[src/rtl/ram_arb_pkg.sv]
// Shared types and constants for the two-port RAM arbiter.
// State encoding, requester IDs and default widths.
package ram_arb_pkg;

  localparam int DEF_DATA_W = 4;
  localparam int DEF_ADDR_W = 6;

  localparam logic REQ0 = 1'b0;
  localparam logic REQ1 = 1'b1;

  typedef enum logic [1:0] {
    IDLE = 2'd0,
    OWN0 = 2'd1,
    OWN1 = 2'd2
  } arb_state_e;

endpackage

[src/rtl/ram_rsp_tag_pipe.sv]
// Read-response tag shift register.
// Carries {valid, owner} of each accepted read for DEPTH cycles.
module ram_rsp_tag_pipe
  import ram_arb_pkg::*;
#(
  parameter int DEPTH = 1
) (
  input  logic clk,
  input  logic clr,
  input  logic in_valid,
  input  logic in_id,
  output logic out_valid,
  output logic out_id
);

  logic [DEPTH-1:0] v_q, v_d;
  logic [DEPTH-1:0] id_q, id_d;

  // Shift one stage per cycle; new tag enters stage 0.
  always_comb begin
    v_d     = v_q;
    id_d    = id_q;
    v_d[0]  = in_valid;
    id_d[0] = in_id;
    for (int i = 1; i < DEPTH; i++) begin
      v_d[i]  = v_q[i-1];
      id_d[i] = id_q[i-1];
    end
  end

  // Tag registers; clear drops every in-flight response.
  always_ff @(posedge clk) begin
    if (clr) begin
      v_q  <= '0;
      id_q <= '0;
    end else begin
      v_q  <= v_d;
      id_q <= id_d;
    end
  end

  assign out_valid = v_q[DEPTH-1];
  assign out_id    = id_q[DEPTH-1];

endmodule

[src/rtl/ram_port_arbiter.sv]
// Round-robin arbiter with bounded lock for a single-port RAM.
// Grants are combinational; read data is routed by tag.
module ram_port_arbiter
  import ram_arb_pkg::*;
#(
  parameter int DATA_W   = DEF_DATA_W,
  parameter int ADDR_W   = DEF_ADDR_W,
  parameter int RD_LAT   = 1,
  parameter int MAX_LOCK = 8
) (
  input  logic              clk,
  input  logic              rst,
  input  logic              req0_valid,
  input  logic              req0_we,
  input  logic [ADDR_W-1:0] req0_addr,
  input  logic [DATA_W-1:0] req0_wdata,
  input  logic              req0_lock,
  output logic              req0_ready,
  input  logic              req1_valid,
  input  logic              req1_we,
  input  logic [ADDR_W-1:0] req1_addr,
  input  logic [DATA_W-1:0] req1_wdata,
  input  logic              req1_lock,
  output logic              req1_ready,
  output logic              rsp0_valid,
  output logic [DATA_W-1:0] rsp0_rdata,
  output logic              rsp1_valid,
  output logic [DATA_W-1:0] rsp1_rdata,
  output logic [DATA_W-1:0] ram_data_in,
  output logic [ADDR_W-1:0] ram_addr,
  output logic              ram_we,
  input  logic [DATA_W-1:0] ram_data_out
);

  arb_state_e state_q, state_d;
  logic       last_q, last_d;
  logic [7:0] cnt_q, cnt_d;

  logic gnt0, gnt1;
  logic acc, win, win_lock;
  logic tag_v, tag_id;

  // Grant from registered state and current valids.
  always_comb begin
    gnt0 = 1'b0;
    gnt1 = 1'b0;
    unique case (state_q)
      IDLE: begin
        gnt0 = req0_valid &&
               (!req1_valid || last_q == REQ1);
        gnt1 = req1_valid &&
               (!req0_valid || last_q == REQ0);
      end
      OWN0:    gnt0 = req0_valid;
      OWN1:    gnt1 = req1_valid;
      default: ;
    endcase
    if (rst) begin
      gnt0 = 1'b0;
      gnt1 = 1'b0;
    end
  end

  assign acc      = gnt0 | gnt1;
  assign win      = gnt1 ? REQ1 : REQ0;
  assign win_lock = gnt1 ? req1_lock : req0_lock;

  // Ownership and round-robin update on each accepted beat.
  // The burst count includes the beat being accepted, so the
  // MAX_LOCK-th locked beat releases ownership.
  always_comb begin
    state_d = state_q;
    last_d  = last_q;
    cnt_d   = cnt_q;
    if (acc) begin
      last_d = win;
      if (state_q == IDLE) begin
        if (win_lock) begin
          state_d = win ? OWN1 : OWN0;
          cnt_d   = 8'd1;
        end
      end else if (win_lock &&
                   int'(cnt_q) + 1 < MAX_LOCK) begin
        cnt_d = cnt_q + 8'd1;
      end else begin
        state_d = IDLE;
        cnt_d   = '0;
      end
    end
  end

  // Arbiter state registers.
  always_ff @(posedge clk) begin
    if (rst) begin
      state_q <= IDLE;
      last_q  <= REQ1;
      cnt_q   <= '0;
    end else begin
      state_q <= state_d;
      last_q  <= last_d;
      cnt_q   <= cnt_d;
    end
  end

  assign req0_ready = gnt0;
  assign req1_ready = gnt1;

  assign ram_we = gnt0 ? req0_we :
                  gnt1 ? req1_we : 1'b0;
  assign ram_addr = gnt0 ? req0_addr :
                    gnt1 ? req1_addr : '0;
  assign ram_data_in = gnt0 ? req0_wdata :
                       gnt1 ? req1_wdata : '0;

  ram_rsp_tag_pipe #(
    .DEPTH (RD_LAT)
  ) u_tag (
    .clk       (clk),
    .clr       (rst),
    .in_valid  (acc && !ram_we),
    .in_id     (win),
    .out_valid (tag_v),
    .out_id    (tag_id)
  );

  assign rsp0_valid = tag_v && tag_id == REQ0 && !rst;
  assign rsp1_valid = tag_v && tag_id == REQ1 && !rst;
  assign rsp0_rdata = rsp0_valid ? ram_data_out : '0;
  assign rsp1_rdata = rsp1_valid ? ram_data_out : '0;

endmodule

[config.mk]
export PLATFORM = sky130hd
export DESIGN_NAME = ram_port_arbiter
export DESIGN_NICKNAME = d
export VERILOG_FILES = /design/src/rtl/ram_arb_pkg.sv /design/src/rtl/ram_rsp_tag_pipe.sv /design/src/rtl/ram_port_arbiter.sv
export SDC_FILE = /design/constraint.sdc
export NUM_CORES = 1
export LEC_CHECK = 0
export CAP_MARGIN = 20
export CORE_MARGIN = 1
export CORE_UTILIZATION = 48
export CTS_CLUSTER_SIZE = 12
export DETAILED_ROUTE_END_ITERATION = 7
export DONT_BUFFER_PORTS = 1
export SLEW_MARGIN = 10
export SYNTH_ARGS = -nofsm -noshare
export SYNTH_HDL_FRONTEND = slang
export SYNTH_SLANG_ARGS = --single-unit
[constraint.sdc]
create_clock -name clk -period 3.65 [get_ports clk]
set_input_delay 0.9125 -clock clk [delete_from_list [all_inputs] [get_ports clk]]
set_output_delay 0.9125 -clock clk [all_outputs]
set_load 0.05 [all_outputs]
# [Word level (Yosys, flattened, before mapping)]
# Cells that the tools add are included.
[word_totals] register_bits=13 out_inout_bits=23 wordCells=53 input_bits=32
[op_classes] bitwise=3 n_eq_ne=4 add_sub_neg=2 mux=21 magnitude_cmp=1 n_reduce_logical=17
[ops] op="$mux W8" count=3
[ops] op="$mux W4" count=4
[ops] op="$mux W6" count=2
[ops] op="$add A8 B1 Y9 const B" count=1
[ops] op="$lt A9 B4 Y1 const B" count=1
[ops] op="$add A8 B1 Y8 const B" count=1
[ops] op="$logic_and A1 B1 Y1" count=8
[ops] op="$mux W2" count=4
[ops] op="$mux W1" count=6
[ops] op="$logic_not A1 Y1" count=4
[ops] op="$ne A2 B2 Y1 const B" count=2
[ops] op="$pmux W1 S2" count=2
[ops] op="$reduce_and A3 Y1" count=1
[ops] op="$eq A2 B1 Y1 const B" count=1
[ops] op="$eq A2 B2 Y1 const B" count=1
[ops] op="$logic_not A2 Y1" count=1
[ops] op="$logic_or A1 B1 Y1" count=2
[ops] op="$not A1 Y1" count=2
[ops] op="$reduce_and A2 Y1" count=1
[ops] op="$or A1 B1 Y1" count=1

# [Depth between registers and ports, before layout]
# Gate-level depths: netlist of the first run.
[depth] word_depth=9 depth_mapped=6 ltp_nobuf=6

# [Cells and area by module]
# From an unflattened synthesis of the first run, not the netlist that was laid out.
[unflattened] cells_unflattened=100 area_unflattened_um2=862.1
[modules_own_cells] mod="ram_port_arbiter" instances=1 area_each_um2=809.5 seq_area_each_um2=220.2 cells_each=96
[modules_own_cells] mod="ram_rsp_tag_pipe" instances=1 area_each_um2=52.6 seq_area_each_um2=40.0 cells_each=4

# [Least setup slack after synthesis of the first run]
# Ideal clock, no wire load.
[synth_path] path_kind="input port to output port" startpoint="in rst" endpoint="out rsp0_rdata[0]" path_stages=3 required_ns=2.738 path_buffers=1 setup_slack_ns=-0.197 t_arrival_ns=2.935 path_cell_list="clkbuf_8 -> nor3b_1 -> and2_1"
[synth_via] elab_chain_len=3
[synth_lines] element="start: declaration" line_no="ram_port_arbiter.sv:12" rtl="input logic rst,"
[synth_lines] element="$logic_not A1 Y1" line_no="ram_port_arbiter.sv:126" rtl="assign rsp0_valid = tag_v && tag_id == REQ0 && !rst;"
[synth_lines] element="$logic_and A1 B1 Y1" line_no="ram_port_arbiter.sv:126"
[synth_lines] element="named net rsp0_valid" line_no="ram_port_arbiter.sv:25" rtl="output logic rsp0_valid,"
[synth_lines] element="$mux W4" line_no="ram_port_arbiter.sv:128" rtl="assign rsp0_rdata = rsp0_valid ? ram_data_out : '0;"
[synth_lines] element="end: declaration" line_no="ram_port_arbiter.sv:26" rtl="output logic [DATA_W-1:0] rsp0_rdata,"
# The timed path passes the listed nets, and every way through them passes these cells.

# [Worst setup path in the final report of the first run]
[layout_path] startpoint="in rst" endpoint="out ram_addr[3]"
[layout_via] elab_chain_len=3 elab_cells_between_ends=4 cone_classes="mux: 4"
[layout_lines] element="$mux W1" line_no="ram_port_arbiter.sv:58" rtl="if (rst) begin"
[layout_lines] element="$mux W6" line_no="ram_port_arbiter.sv:111" rtl="gnt1 ? req1_addr : '0;"
[layout_lines] element="$mux W6 *" line_no="ram_port_arbiter.sv:110" rtl="assign ram_addr = gnt0 ? req0_addr :"
[layout_lines] element="end: declaration" line_no="ram_port_arbiter.sv:30" rtl="output logic [ADDR_W-1:0] ram_addr,"
# Mark *: on every way between the ends. The rest lies on a longest branch, timed or not.

==> results.rst, run 1 <==
.. list-table::
   :header-rows: 1

   * - Metric
     - Value
   * - Worst path buffer plus inverter count
     - 3
   * - Cells taking the most area after synthesis
     - dfxtp_1, a22o_1, and2_1
   * - Crit Path Category
     - in -> out
   * - Count of nets left with antenna violations after detail routing
     - 0
   * - Layout-stage area growth over the synthesis result
     - 16.4%
   * - Number of different library cells in the post-synthesis netlist
     - 38
   * - Critical-path cell list
     - nor3b_1, nand2_1, inv_1, buf_4, a22o_1, buf_4
   * - Clock slew at reported path FFs
     - 70 ps
   * - Vias per inst
     - 6.34
   * - Share of the clock period used by the worst path after layout
     - 88.3%
   * - Clock Tree Buf Depth
     - 2
   * - Run status
     - complete, but fails checks
   * - Standard-cell row count
     - 14
   * - Total iterations of the first detailed-routing run
     - 6
   * - Critical path's largest stage delay
     - 390 ps
   * - Number of placed I/O pins
     - 55
   * - Worst Max-Slew Pin Slew
     - 517 ps
   * - TritonCTS buffer count
     - 3
   * - Final critical-path required period
     - 3220 ps
   * - Slowest cell on crit path
     - nor3b_1
   * - Remaining global-route overflow
     - 0
   * - Highest Clock Rate
     - 0.310 GHz
   * - Violated checks
     - design-rule violations
   * - Pin count of the biggest net entering global routing
     - 15
   * - Flop-to-flop setup slack
     - 1650 ps
   * - Clk sinks
     - 13
   * - Final wirelength
     - 2030 µm
   * - Final setup violation count
     - 0
   * - Worst flop-to-flop path startpoint
     - state_q[0]
   * - Post-Syn Nets
     - 126
   * - Capture point of the worst reg-to-reg path
     - u_tag.out_valid
   * - Vias post-DR
     - 792
   * - Setup bufs post-CTS
     - 0
   * - Global-route usage over all layers
     - 21.9%
   * - Storage cell area
     - 260 µm²
   * - Category of the worst setup path launch point
     - input pin
   * - Deepest level of the CTS H-tree
     - 1
   * - Final Cell Area
     - 993 µm²
   * - Count of cells resized by post-cts repair
     - 0
   * - Horizontal extent of the die
     - 44.2 µm
   * - Area of the multi-input gates
     - 559 µm²
   * - FF-to-FF path depth
     - 5
   * - Buffers added on ports
     - 0
   * - Global-route wire length before repair
     - 3180 µm
   * - Switching share of power
     - 36.6%
   * - PwrDens
     - 358 nW/µm²
   * - Cell area after placement
     - 967 µm²
   * - Max-cap violations
     - 0
   * - Endpoint arrival time on the critical path
     - 2310 ps
   * - Number of remaining DRC errors
     - 4
   * - Post-synthesis instance area
     - 853 µm²
   * - Prevailing post-synth register cell
     - dfxtp_1
   * - Layout fillers
     - 140
   * - Cell at the root of the clock tree
     - clkbuf_4
   * - Vias in the first global route
     - 708
   * - Top cells by instance count after synthesis
     - and2_1, dfxtp_1, a22o_1, a21oi_1, nor3b_1
   * - Tightest slew margin relative to the limit
     - 65.5%
   * - Clock power share
     - 23.9%
   * - Core outline area
     - 1580 µm²
   * - HPWL after detailed placement
     - 1620 µm
   * - CP endpoint kind
     - output port
   * - YS warnings
     - 0
   * - ANT cells
     - 0
   * - Die Area
     - 1950 µm²
   * - Part of the power in combinational logic
     - 33.5%
   * - Worst Hold End
     - cnt_q[1]
   * - Worst clock skew
     - 4.88 ps
   * - Number of synthesized register bits
     - 13
   * - Post-synthesis average cell area
     - 9.18 µm²
   * - WP data required
     - 2740 ps
   * - Post-synth ARST share
     - 0%
   * - Min-Delay Startpoint
     - cnt_q[1]
   * - Hold Path Class
     - reg -> reg
   * - Number of instances in the synthesized netlist
     - 93
   * - Post-synth EDFFs
     - 0
   * - Chip Height
     - 44.2 µm
   * - Yosys top cell by area
     - dfxtp_1
   * - Largest fanout on the critical path
     - 11
   * - Final sum of negative setup slack
     - 0 ps
   * - Synth top area share
     - 30.5%
   * - Seq/Total Area, Yosys
     - 30.5%
   * - Number of pins with negative max-slew slack in the final report
     - 0
   * - Internal power summed over all cells
     - 225 µW
   * - CTS tree
     - built
   * - Clock Latency Late Sink
     - 270 ps
   * - Fraction of layout instances using a drive strength above 1
     - 25.7%
   * - Cell with the most instances on the worst path
     - buf_4
   * - Total net switching power
     - 130 µW
   * - Hold-fix buffers at CTS
     - 0
   * - Effective utilization at floorplan
     - 54.1%
   * - Average wire per cell in the routed design
     - 16.2 µm
   * - Maximum resistive drop on vdd
     - 318 µV
   * - Initial antenna violation count
     - 0
   * - Sequential Power Share
     - 42.6%
   * - Net count, final
     - 143
   * - Initial detailed-routing violation count
     - 18
   * - Routability-driven placement congestion ratio
     - 0.876
   * - Lkg Pwr
     - 0.416 nW
   * - Hold violation total from the final report
     - 0
   * - Depth of the worst hold-timing path
     - 2
   * - RSZ-0062 raised after global routing
     - no
   * - Total power of the final layout
     - 356 µW
   * - Largest delay share family, worst path
     - buffers and inverters
==> cells in the final DEF (no fill, tap or decap), types with 2 or more instances in the layout <==
cell and n:
nor3_1 2, a22o_1 11, nand2_1 2, clkbuf_4 3
and2_1 13, nand4_1 2, nor3b_1 4, nor2_1 4
dfxtp_1 13, buf_4 15, inv_1 4, o21ai_0 2
nand3_1 2, a21oi_1 6
==> sequential cells by signal, indices dropped and copies added (netlist names) <==
register and cells:
u_tag.out_valid 1, u_tag.out_id 1, last_q 1, state_q 2
cnt_q 8
==> stage by stage <==
step	std cells	worst slack, ps	hold WS, ps	utilization, %
finish	125	429	476	63.0
global route	125	301	503	63.0
CTS	125	441	480	63.0
detailed placement	121	448	469	61.3
global placement	121	566	458	61.3
floorplan	93	376	447	-
==> worst max-delay path by stage <==
stage                   to  startpoint  slack, ps  depth (start not counted)
2_1_floorplan  ram_addr[0]         rst        380                          6
3_3_place_gp   ram_addr[3]         rst        570                          6
3_5_place_dp   ram_addr[3]         rst        450                          6
4_1_cts        ram_addr[3]         rst        440                          6
5_1_grt        ram_addr[3]         rst        300                          6
6_report       ram_addr[3]         rst        430                          6
==> worst min-delay path: stages, from the launching register on <==
cell and delay, ps:
dfxtp_1 330, nand2_1 60, a21oi_1 50
==> per-layer routing <==
layer	share of wire, %	GRT usage [%]
met5	0	0
met4	0.49	3.64
met3	8.6	8.16
met2	49	35.9
met1	42	28.0
==> power groups by stage <==
stage / logic, mW / registers (mW) / clock network [mW]
after floorplan: 0.0967 / 0.154 / 0
after global placement: 0.117 / 0.154 / 0
after detailed placement: 0.119 / 0.155 / 0
after CTS: 0.120 / 0.151 / 0.0887
after global routing: 0.127 / 0.152 / 0.0946
final: 0.119 / 0.151 / 0.0849
==> cell type report <==
class,instances,share of cell area (%)
tap,16,2.02
inverter,4,1.51
sequential,13,26.2
clock buffer,4,2.64
multi-input combinational,73,56.3
timing repair buffer,15,11.3
==> cell families after synthesis <==
logic type               synth area share (%)
AND/OR/NAND/NOR                          29.6
AO/OA/AOI/OAI                            32.8
flip-flops                               30.5
buffers and inverters                    4.54
XOR/XNOR                                 1.03
adder cells (fa/ha/maj)                  1.47
Power figures use the tool's default switching activity.
==> inputs of run 2 (changes only) <==
Clock period 3.65 ns to 3.2 ns, I/O delays scaled along.
==> run 2 against run 1 <==
The run still ends with design-rule violations left. Setup slack got worse by 72 ps. Sequential share of layout area decreased by 3.5 points. Clock power increased by 18%. Die area unchanged. Flip-flop and latch count unchanged. First-iteration DRC count decreased by 5.6%. Core utilization increased by 9.8 points. Power increased by 24%. Count of clock-buffer cells in the layout unchanged. Sequential power increased by 15%. Non-clock buffer count increased by 4. Critical path type unchanged. Largest cell class unchanged.
==> results.rst, run 2 (synthesis gave the netlist of run 1 again) <==
.. list-table::
   :header-rows: 1

   * - Metric
     - Value
   * - Total iterations of the first detailed-routing run
     - 8
   * - Number of flip-flops in the largest register
     - 8
   * - CTS tree
     - built
   * - Critical-path cell list
     - nor3b_1, nand2_1, inv_1, a22o_1, buf_12
   * - CP endpoint kind
     - output port
   * - Chip Height
     - 44.2 µm
   * - Crit Path Category
     - in -> out
   * - Met1 Wirelength
     - 809 µm
   * - Average wire per cell in the routed design
     - 16.1 µm
   * - Vias per inst
     - 6.31
   * - Commonest non-fill, non-tap cells in the layout
     - and2_1, dfxtp_1, a22o_1
   * - RSZ-0062 raised after global routing
     - no
   * - Global-route wire length before repair
     - 3210 µm
   * - Met2 WL post-DR
     - 1020 µm
   * - Initial detailed-routing violation count
     - 17
   * - Hold-fix buffers at CTS
     - 0
   * - Clock slew at reported path FFs
     - 70 ps
   * - Net count, final
     - 147
   * - Violated checks
     - design-rule violations
   * - Effective utilization at floorplan
     - 54.1%
   * - Slowest cell on crit path
     - inv_1
   * - Number of placed instances with taps included
     - 125
   * - Hold violation total from the final report
     - 0
   * - Storage cell area
     - 260 µm²
   * - Routability-driven placement congestion ratio
     - 0.811
   * - Count of nets left with antenna violations after detail routing
     - 0
   * - Sequential Power Share
     - 39.2%
   * - Deepest level of the CTS H-tree
     - 1
   * - Worst path buffer plus inverter count
     - 2
   * - Run status
     - complete, but fails checks
   * - Clock power share
     - 22.8%
   * - Number of remaining DRC errors
     - 3
   * - Final sum of negative setup slack
     - 0 ps
   * - Highest Clock Rate
     - 0.352 GHz
   * - ANT cells
     - 0
   * - Setup bufs post-CTS
     - 0
   * - Global-route usage over all layers
     - 23.1%
   * - Buffers added on ports
     - 0
   * - Endpoint arrival time on the critical path
     - 2040 ps
   * - Registers with the highest flip-flop counts
     - cnt_q (8), state_q (2)
   * - Hold Path Class
     - reg -> reg
   * - Category of the worst setup path launch point
     - input pin
   * - Count of cells resized by post-cts repair
     - 0
   * - Switching share of power
     - 35.6%
   * - Layout-stage area growth over the synthesis result
     - 34.6%
   * - Critical path's largest stage delay
     - 350 ps
   * - Top routing layer in use
     - met4
   * - TritonCTS buffer count
     - 3
   * - Lkg Pwr
     - 0.471 nW
   * - Vias in the first global route
     - 746
   * - Internal power summed over all cells
     - 284 µW
   * - Die Area
     - 1950 µm²
   * - WP data required
     - 2400 ps
   * - Largest delay share family, worst path
     - buffers and inverters
   * - Part of the power in combinational logic
     - 38.0%
   * - Area of the multi-input gates
     - 559 µm²
   * - Largest reg by FF count
     - cnt_q
   * - Horizontal extent of the die
     - 44.2 µm
   * - Max-cap violations
     - 0
   * - Total net switching power
     - 157 µW
   * - Initial antenna violation count
     - 0
   * - Pin count of the biggest net entering global routing
     - 15
   * - Worst Max-Slew Pin Slew
     - 503 ps
   * - Clk sinks
     - 13
   * - Tightest slew margin relative to the limit
     - 66.7%
   * - HPWL after detailed placement
     - 1680 µm
   * - PwrDens
     - 384 nW/µm²
   * - Number of pins with negative max-slew slack in the final report
     - 0
   * - Largest fanout on the critical path
     - 14
   * - Fraction of layout instances using a drive strength above 1
     - 28.3%
   * - Maximum resistive drop on vdd
     - 244 µV
   * - Core outline area
     - 1580 µm²
   * - Cell at the root of the clock tree
     - clkbuf_4
   * - Vias post-DR
     - 814
   * - Clock Tree Buf Depth
     - 2
   * - Worst clock skew
     - 5.82 ps
   * - Final critical-path required period
     - 2840 ps
   * - Total power of the final layout
     - 441 µW
   * - Remaining global-route overflow
     - 0
   * - Final std cells w/o fill
     - 129
   * - Final setup violation count
     - 0
   * - Clock Latency Late Sink
     - 280 ps
   * - Number of placed I/O pins
     - 55
   * - Final wirelength
     - 2080 µm
   * - DR WL met3
     - 209 µm
   * - Standard-cell row count
     - 14
   * - Share of the clock period used by the worst path after layout
     - 88.8%
   * - Layout fillers
     - 118
[run 2: cell type report]
type,instances,area share (%)
multi-input combinational,73,48.7
timing repair buffer,19,23.3
sequential,13,22.7
clock buffer,4,2.29
tap,16,1.74
inverter,4,1.31
[run 2: per-layer routing]
metal  vias to the layer above  global-route usage (%)
li1                        394                       -
met1                       372                    26.1
met2                        43                    37.9
met3                         5                    8.98
met4                         0                    10.9
met5                         -                       0
[run 2: metrics by stage]
step                      util, %  cell area [µm²]  setup slack (ps)  hold slack [ps]
after global placement       71.2             1120               406              458
after global routing         72.9             1150               216              526
after detailed placement     71.2             1120               373              473
after CTS                    72.9             1150               367              481
after floorplan                 -              858               151              447
final                        72.9             1150               357              477
[run 2: worst paths after layout]
path	startpoint	end	slack, ps	cells after the start
worst max-delay path	rst	ram_data_in[1]	360	5
worst min-delay path	cnt_q[1]	cnt_q[1]	480	2
worst max register to register	state_q[0]	u_tag.out_valid	1320	6
worst min register to register	cnt_q[1]	cnt_q[1]	480	2
[run 2: worst register-to-register path: stages, from the launching register on]
cell and delay [ps]:
dfxtp_1 360, nand2b_1 170, o21ai_0 390, inv_1 320, a22o_1 250, buf_4 190
a21oi_1 140
[run 2: power groups by stage]
stage                     registers (mW)  logic (mW)  clock network, mW
after floorplan                    0.175       0.110                  0
after global placement             0.176       0.166                  0
after detailed placement           0.177       0.167                  0
after CTS                          0.173       0.168              0.104
after global routing               0.174       0.175              0.110
final                              0.173       0.167              0.100
==> inputs of run 3 (changes only) <==
==> constraint.sdc (replaced) <==
create_clock -name clk -period 3.2 [get_ports clk]
set_input_delay 0.8 -clock clk [delete_from_list [all_inputs] [get_ports clk]]
set_output_delay 0.8 -clock clk [all_outputs]
set_load 0.1 [all_outputs]
==> run 3 against run 2 <==
The flow still finishes with violations (design-rule violations). Critical path depth is the same. Combinational power grew 43%. Power grew 16%. Sequential share of layout area shrank 0.81 points. Clock power is essentially flat. Largest cell class unchanged. Largest power group is now combinational cells. Highest routed layer is now met3.
==> results.rst, run 3 (synthesis gave the netlist of run 1 again) <==
.. list-table::
   :header-rows: 1

   * - Metric
     - Value
   * - Setup bufs post-CTS
     - 0
   * - Registers with the highest flip-flop counts
     - cnt_q (8), state_q (2)
   * - Vias in the first global route
     - 773
   * - Final std cells w/o fill
     - 127
   * - Violated checks
     - design-rule violations
   * - ANT cells
     - 0
   * - Largest reg by FF count
     - cnt_q
   * - Highest Clock Rate
     - 0.331 GHz
   * - Die Area
     - 1950 µm²
   * - Final setup violation count
     - 0
   * - Pin count of the biggest net entering global routing
     - 15
   * - Count of nets left with antenna violations after detail routing
     - 0
   * - HPWL after detailed placement
     - 1660 µm
   * - Hold Path Class
     - reg -> reg
   * - Largest fanout on the critical path
     - 14
   * - Cell at the root of the clock tree
     - clkbuf_4
   * - Clk sinks
     - 13
   * - GRT met1 Usage
     - 28.5%
   * - Routability-driven placement congestion ratio
     - 0.846
   * - Number of remaining DRC errors
     - 4
   * - Count of cells resized by post-cts repair
     - 0
   * - TritonCTS buffer count
     - 3
   * - Worst path buffer plus inverter count
     - 2
   * - Lkg Pwr
     - 0.478 nW
   * - Slowest cell on crit path
     - nor3b_1
   * - WP data required
     - 2400 ps
   * - Clock Tree Buf Depth
     - 2
   * - Tightest slew margin relative to the limit
     - 66.4%
   * - Hold-fix buffers at CTS
     - 0
   * - Crit Path Category
     - in -> out
   * - Busiest layer in global routing
     - met2
   * - Number of pins with negative max-slew slack in the final report
     - 0
   * - Buffers added on ports
     - 0
   * - Clock slew at reported path FFs
     - 80 ps
   * - Initial antenna violation count
     - 0
   * - Vias per inst
     - 6.45
   * - Vias post-DR
     - 819
   * - Maximum resistive drop on vdd
     - 316 µV
   * - Fraction of layout instances using a drive strength above 1
     - 43.2%
   * - Final core utilization
     - 75.6%
   * - PwrDens
     - 429 nW/µm²
   * - Global-route usage over all layers
     - 22.4%
   * - Largest delay share family, worst path
     - simple AND/OR/NAND/NOR gates
   * - Worst clock skew
     - 9.27 ps
   * - Share of the clock period used by the worst path after layout
     - 94.4%
   * - Worst Max-Slew Pin Slew
     - 506 ps
   * - Effective utilization at floorplan
     - 54.1%
   * - Max-cap violations
     - 0
   * - M2 GR Usage
     - 37.6%
   * - Number of placed instances with taps included
     - 123
   * - Clock Latency Late Sink
     - 280 ps
   * - Number of flip-flops in the largest register
     - 8
   * - Global-route wire length before repair
     - 3310 µm
   * - Horizontal extent of the die
     - 44.2 µm
   * - Critical path's largest stage delay
     - 360 ps
   * - Endpoint arrival time on the critical path
     - 2220 ps
   * - Layout-stage area growth over the synthesis result
     - 39.6%
   * - Core outline area
     - 1580 µm²
   * - Critical-path cell list
     - nor3b_1, nand2_1, inv_1, a22o_1, buf_12
   * - Run status
     - complete, but fails checks
   * - Remaining global-route overflow
     - 0
   * - Number of placed I/O pins
     - 55
   * - Net count, final
     - 145
   * - Commonest non-fill, non-tap cell in the layout
     - dfxtp_1
   * - Category of the worst setup path launch point
     - input pin
   * - Hold violation total from the final report
     - 0
   * - Chip Height
     - 44.2 µm
   * - CP endpoint kind
     - output port
   * - Total iterations of the first detailed-routing run
     - 6
   * - Commonest non-fill, non-tap cells in the layout
     - dfxtp_1, buf_12, a22o_2
   * - Deepest level of the CTS H-tree
     - 1
   * - Average wire per cell in the routed design
     - 16.3 µm
   * - CTS tree
     - built
   * - Initial detailed-routing violation count
     - 36
   * - Met3 track demand over resource in global routing
     - 7.35%
   * - Final wirelength
     - 2070 µm
   * - Standard-cell row count
     - 14
   * - RSZ-0062 raised after global routing
     - no
   * - Final critical-path required period
     - 3020 ps
-- run 3: cell types whose count changed in the layout (fill, tap and decap cells not counted) --
| cell | previous run | this run |
|---|---|---|
| buf_4 | 9 | 5 |
| and3b_2 | 0 | 1 |
| buf_12 | 10 | 12 |
| nor3b_4 | 0 | 1 |
| and2_1 | 13 | 5 |
| and2_4 | 0 | 3 |
| and3b_1 | 1 | 0 |
| a22o_1 | 11 | 2 |
| nor3b_2 | 1 | 0 |
| and2_2 | 0 | 5 |
| a22o_2 | 0 | 9 |
-- run 3: final timing paths --
check	cells after the start	endpoint	slack, ps	startpoint
hold / removal	2	cnt_q[1]	490	cnt_q[1]
setup / recovery	5	ram_we	180	rst
hold reg to reg	2	cnt_q[1]	490	cnt_q[1]
setup reg to reg	5	cnt_q[4]	1330	state_q[0]
-- run 3: worst reg2reg max path, stage by stage (launching register included) --
cell and delay [ps]:
dfxtp_1 360, nor3b_1 410, nand2_1 230, o22ai_1 420
nor2_1 150, and2_1 200
-- run 3: metal layers --
| metal | up-vias | part of all wire [%] |
|---|---|---|
| met4 | 0 | 0 |
| met2 | 55 | 49 |
| li1 | 391 | - |
| met5 | - | 0 |
| met3 | 0 | 11 |
| met1 | 373 | 40 |
-- run 3: final cells by class --
class | instances | area, µm²
multi-input cells | 73 | 592
fillers | 114 | 385
repair buffers | 17 | 278
flip-flops and latches | 13 | 260
clock buffers | 4 | 26.3
well taps | 16 | 20.0
inverters | 4 | 15.0
-- run 3: through the flow --
step | setup WS [ps] | total power [mW] | area [µm²] | hold slack [ps] | TNS [ps]
global route | 44.0 | 0.529 | 1190 | 506 | 0
CTS | 213 | 0.514 | 1190 | 491 | 0
global placement | 331 | 0.413 | 1160 | 457 | 0
finish | 178 | 0.511 | 1190 | 487 | 0
detailed placement | 229 | 0.416 | 1160 | 479 | 0
floorplan | -106 | 0.352 | 891 | 447 | -980
-- run 3: report_power, final --
group          internal (mW)  switching (mW)  total [mW]
Sequential             0.168         0.00629       0.174
Clock                 0.0484          0.0510      0.0994
Combinational         0.0756           0.162       0.238
Total                  0.292           0.220       0.511
